### src/rtl/rf_exec_ctrl_pkg.sv
// ============================================================================
// Module : rf_exec_ctrl_pkg
// Brief  : Shared opcodes, state encodings and width defaults for rf_exec_ctrl
// Rev    : 1.0
// ============================================================================
`default_nettype none

package rf_exec_ctrl_pkg;

  localparam int DATA_W_DEF = 8;
  localparam int ADDR_W_DEF = 3;

  localparam logic [2:0] OP_ADD = 3'b000;
  localparam logic [2:0] OP_SUB = 3'b001;
  localparam logic [2:0] OP_AND = 3'b010;
  localparam logic [2:0] OP_OR  = 3'b011;
  localparam logic [2:0] OP_XOR = 3'b100;
  localparam logic [2:0] OP_LDI = 3'b101;
  localparam logic [2:0] OP_MOV = 3'b110;
  localparam logic [2:0] OP_NOP = 3'b111;

  localparam logic [1:0] S_IDLE = 2'd0;
  localparam logic [1:0] S_READ = 2'd1;
  localparam logic [1:0] S_EXEC = 2'd2;
  localparam logic [1:0] S_WB   = 2'd3;

  function automatic logic op_writes(input logic [2:0] op);
    return op != OP_NOP;
  endfunction

endpackage

`default_nettype wire

### src/rtl/rf_exec_ctrl_alu.sv
// ============================================================================
// Module : rf_exec_ctrl_alu
// Brief  : Combinational ALU; all arithmetic wraps mod 2**DATA_W
// Rev    : 1.0
// ============================================================================
`default_nettype none

module rf_exec_ctrl_alu
  import rf_exec_ctrl_pkg::*;
#(
  parameter int DATA_W = DATA_W_DEF
) (
  input  logic [2:0]        op,
  input  logic [DATA_W-1:0] a,
  input  logic [DATA_W-1:0] b,
  input  logic [DATA_W-1:0] imm,
  output logic [DATA_W-1:0] y
);

  always_comb begin
    y = '0;
    case (op)
      OP_ADD:  y = a + b;
      OP_SUB:  y = a - b;
      OP_AND:  y = a & b;
      OP_OR:   y = a | b;
      OP_XOR:  y = a ^ b;
      OP_LDI:  y = imm;
      OP_MOV:  y = a;
      default: y = '0;
    endcase
  end

endmodule

`default_nettype wire

### src/rtl/rf_exec_ctrl.sv
// ============================================================================
// Module : rf_exec_ctrl
// Brief  : Register-file initiator: accept, read, execute, write back
// Rev    : 1.0
// ============================================================================
`default_nettype none

module rf_exec_ctrl
  import rf_exec_ctrl_pkg::*;
#(
  parameter int DATA_W = DATA_W_DEF,
  parameter int ADDR_W = ADDR_W_DEF
) (
  input  logic              clk,
  input  logic              rst,
  input  logic              instr_valid,
  output logic              instr_ready,
  input  logic [2:0]        instr_op,
  input  logic [ADDR_W-1:0] instr_rd,
  input  logic [ADDR_W-1:0] instr_rs1,
  input  logic [ADDR_W-1:0] instr_rs2,
  input  logic [DATA_W-1:0] instr_imm,
  output logic [ADDR_W-1:0] rf_read_addr1,
  output logic [ADDR_W-1:0] rf_read_addr2,
  input  logic [DATA_W-1:0] rf_read_data1,
  input  logic [DATA_W-1:0] rf_read_data2,
  output logic [ADDR_W-1:0] rf_write_addr,
  output logic [DATA_W-1:0] rf_write_data,
  output logic              rf_write_enable,
  output logic              done,
  output logic [DATA_W-1:0] result,
  output logic              zero
);

  logic [1:0]        state_q, state_d;
  logic [2:0]        op_q, op_d;
  logic [ADDR_W-1:0] rd_q, rd_d;
  logic [ADDR_W-1:0] rs1_q, rs1_d;
  logic [ADDR_W-1:0] rs2_q, rs2_d;
  logic [DATA_W-1:0] imm_q, imm_d;
  logic [DATA_W-1:0] opa_q, opa_d;
  logic [DATA_W-1:0] opb_q, opb_d;
  logic [DATA_W-1:0] result_q, result_d;
  logic              zero_q, zero_d;
  logic [DATA_W-1:0] alu_y;

  rf_exec_ctrl_alu #(
    .DATA_W (DATA_W)
  ) u_alu (
    .op  (op_q),
    .a   (opa_q),
    .b   (opb_q),
    .imm (imm_q),
    .y   (alu_y)
  );

  // State register
  always_ff @(posedge clk or posedge rst) begin
    if (rst) begin
      state_q <= S_IDLE;
    end else begin
      state_q <= state_d;
    end
  end

  // Next-state logic
  always_comb begin
    state_d = state_q;
    case (state_q)
      S_IDLE:  if (instr_valid) state_d = S_READ;
      S_READ:  state_d = S_EXEC;
      S_EXEC:  state_d = S_WB;
      S_WB:    state_d = S_IDLE;
      default: state_d = S_IDLE;
    endcase
  end

  // Outputs decoded from state and latched fields only
  always_comb begin
    instr_ready     = (state_q == S_IDLE);
    done            = (state_q == S_WB);
    rf_write_enable = (state_q == S_WB) && op_writes(op_q);
  end

  always_comb begin
    op_d     = op_q;
    rd_d     = rd_q;
    rs1_d    = rs1_q;
    rs2_d    = rs2_q;
    imm_d    = imm_q;
    opa_d    = opa_q;
    opb_d    = opb_q;
    result_d = result_q;
    zero_d   = zero_q;
    if (state_q == S_IDLE && instr_valid) begin
      op_d  = instr_op;
      rd_d  = instr_rd;
      rs1_d = instr_rs1;
      rs2_d = instr_rs2;
      imm_d = instr_imm;
    end
    if (state_q == S_READ) begin
      opa_d = rf_read_data1;
      opb_d = rf_read_data2;
    end
    // NOP has no result to report, so the last one stays visible
    if (state_q == S_EXEC && op_writes(op_q)) begin
      result_d = alu_y;
      zero_d   = (alu_y == '0);
    end
  end

  always_ff @(posedge clk or posedge rst) begin
    if (rst) begin
      op_q     <= '0;
      rd_q     <= '0;
      rs1_q    <= '0;
      rs2_q    <= '0;
      imm_q    <= '0;
      opa_q    <= '0;
      opb_q    <= '0;
      result_q <= '0;
      zero_q   <= 1'b1;
    end else begin
      op_q     <= op_d;
      rd_q     <= rd_d;
      rs1_q    <= rs1_d;
      rs2_q    <= rs2_d;
      imm_q    <= imm_d;
      opa_q    <= opa_d;
      opb_q    <= opb_d;
      result_q <= result_d;
      zero_q   <= zero_d;
    end
  end

  assign rf_read_addr1 = rs1_q;
  assign rf_read_addr2 = rs2_q;
  assign rf_write_addr = rd_q;
  assign rf_write_data = result_q;
  assign result        = result_q;
  assign zero          = zero_q;

endmodule

`default_nettype wire

### config.mk
export PLATFORM = sky130hd
export DESIGN_NAME = rf_exec_ctrl
export DESIGN_NICKNAME = d
export VERILOG_FILES = /design/src/rtl/rf_exec_ctrl_pkg.sv /design/src/rtl/rf_exec_ctrl_alu.sv /design/src/rtl/rf_exec_ctrl.sv
export SDC_FILE = /design/constraint.sdc
export NUM_CORES = 1
export LEC_CHECK = 0
export ABC_AREA = 1
export CORE_ASPECT_RATIO = 2
export CORE_UTILIZATION = 52
export CTS_BUF_LIST = sky130_fd_sc_hd__clkbuf_8
export CTS_CLUSTER_DIAMETER = 120
export DETAILED_ROUTE_END_ITERATION = 8
export PLACE_DENSITY = 0.83
export SYNTH_ARGS = -nofsm -noshare
export SYNTH_HDL_FRONTEND = slang
export SYNTH_SLANG_ARGS = --single-unit
### constraint.sdc
create_clock -name clk -period 5.75 [get_ports clk]
set_input_delay 0.575 -clock clk [delete_from_list [all_inputs] [get_ports clk]]
set_output_delay 0.575 -clock clk [all_outputs]
set_load 0.1 [all_outputs]
==> flow_summary.ini <==
[worst_setup_path]
worstPathMaxFanout = 19
crit_end = rf_write_enable
r2r-start = op_q[2]
rr_endpoint = zero
start_kind = register
setup.worst_path.class = reg -> out
cp-end-kind = primary output
cp.arrival_ns = 2.38
reg2reg_slack_ns = 2.99
r2r_cells = 15
critPathLaunch = op_q[2]
worstPathRequired_ns = 5.18

[timing]
tightestPinTransition_ns = 0.983
rsz0062_at_grt = no
finalHoldViolCount = 0
fin_ws_ns = 2.79
setup_tns_ns = 0
finalSetupViolCount = 0
fin_crit_ns = 2.96
timing.slew.headroom_pct = 34.3
max_freq_mhz = 338
fin_crit_sh_pct = 51.5
finClkSkew_ns = 0.0130
slew_viol_final = 0

[route]
ant_nets = 0
drtIter0Drc = 105
vias_per_cell = 5.41
routedWlPerCell_um = 14.5
drc = 6
wirelength_mm = 7.30
vias = 2727
dr.pass1.iters = 6

[global_route]
antenna_found_initial = 0
grt_max_degree = 48
grt_usage_pct = 24.6
grt-ovfl-total = 0
grt_pass1_wl_mm = 12.1
first_global_vias = 2748

[clock_network]
cts_root_buf = clkbuf_8
clk_path_buf_depth = 2
postCtsSetupBuffers = 0
numCtsBuffers = 5
ctsResizeCount = 0
htree_num_levels = 2
clk_latency_ns = 0.32
ctsHoldBuffers = 0
clk_pin_slew_ns = 0.09
cts_sinks = 47
cts_tree = built

[placement]
hpwlAfterDp_mm = 5.60
placedCellCount = 497
port_buffers = 67
gp_congestion = 0.906
placed_area_sq_um = 3750
pre_cts_ws_ns = 3.03

[finish]
antenna_cells = 0
stdcell_area_sq_um = 3850
seqCellArea_sq_um = 1180
nFillCells = 497
multi_input_area_sq_um = 1590
drive_gt1_share_pct = 8.80
fin_cells = 504
area_delta_synth_final_pct = 23.1
nets = 511

[hold_path]
hold_path.class = reg -> reg

[yosys]
synth_cells = 387
syn-num-nets = 455
avgSynthCellArea_sq_um = 8.08
synth_seq_cells = 47
yosysWarnings = 0
yosysSeqAreaShare_pct = 37.7
netlist_area_sq_um = 3130
ys_types = 40

[job]
maxCapViolations = 0

[floorplan]
die_h_um = 112
ios = 68
dieArea_sq_um = 6350
coreArea_sq_um = 5760
rows = 39
start_util_pct = 54.3
die_w_um = 56.8

[status]
failed_checks = DRC
status = finished, violations left
-- area by class of cell --
class                      count  share of cell area (%)
sequential                    47                    30.6
tap                           61                    1.98
timing repair buffer          67                    17.4
clock buffer                   5                    1.79
clock inverter                 2                   0.877
multi-input combinational    262                    41.4
inverter                      60                    5.95
-- kinds of logic after synthesis --
group / Yosys count / share of synthesized area [%]
adder cells (fa/ha/maj): 29 / 11.8
multiplexers: 13 / 4.68
flip-flops: 47 / 37.7
AND/OR/NAND/NOR: 164 / 23.9
AO/OA/AOI/OAI: 49 / 8.64
buffers and inverters: 78 / 11.4
XOR/XNOR: 7 / 1.96
-- metal layers --
metal | up-vias | GRT usage [%] | wire length [um]
met5 | - | 0 | 0
met4 | 0 | 13.3 | 300
met3 | 22 | 3.37 | 228
met2 | 83 | 45.5 | 3930
met1 | 1271 | 25.9 | 2830
li1 | 1351 | - | -
-- Yosys cell counts (all sizes together) --
cell / n / share of area [%]
nand2: 82 / 10
inv: 59 / 7.2
dfrtp: 46 / 37
nor2: 33 / 4.0
ha: 28 / 11
nand3: 28 / 5.2
o21ai: 25 / 4.1
a21oi: 15 / 2.5
nand4: 15 / 3.0
buf: 14 / 3.6
mux2: 13 / 4.7
xor2: 6 / 1.7
a31oi: 4 / 0.80
clkbuf: 4 / 0.48
nor3: 3 / 0.64
clkinv: 1 / 0.16
dfstp: 1 / 0.84
fa: 1 / 0.64
nand2b: 1 / 0.20
nand3b: 1 / 0.24
o211ai: 1 / 0.24
o21a: 1 / 0.24
o221ai: 1 / 0.28
o22ai: 1 / 0.20
o31ai: 1 / 0.24
or2: 1 / 0.20
xnor2: 1 / 0.28
-- worst min path at each step --
stage               cells past startpoint  endpoint  slack [ns]      from
detailed placement                      2      zero        0.48      zero
global route                            2      zero        0.52      zero
floorplan                               2  imm_q[7]        0.48  imm_q[7]
global placement                        2      zero        0.46      zero
finish                                  2      zero        0.49      zero
CTS                                     2      zero        0.49      zero
-- registers in the layout, indices dropped and copies added (netlist names) --
| name | count |
|---|---|
| zero | 1 |
| opb_q | 8 |
| state_q | 2 |
| result | 8 |
| rf_read_addr1 | 3 |
| rf_write_addr | 3 |
| rf_read_addr2 | 3 |
| imm_q | 8 |
| opa_q | 8 |
| op_q | 3 |
-- critical path, cell delays in order (launching register included) --
cell,delay [ns]
dfrtp_1,0.77
nand3_2,0.20
nand2_1,0.11
inv_1,0.04
clkdlybuf4s50_1,0.95
-- cells in the final DEF, fill, tap and decap left out, drive strengths merged, types with 13 or more instances in the layout --
cell type,n
o21ai,25
mux2,13
ha,28
nand2,82
inv,60
nor2,33
clkdlybuf4s50,67
a21oi,15
nand4,15
dfrtp,46
nand3,28
-- stage by stage --
stage / util, % / hold WS (ns)
floorplan: - / 0.478
global placement: 65.1 / 0.462
detailed placement: 65.1 / 0.478
CTS: 66.9 / 0.493
global route: 66.9 / 0.519
finish: 66.9 / 0.487
Power is left out: the tool's default activity adds up to more than one toggle a clock period on the data nets, which glitch-free logic cannot reach.
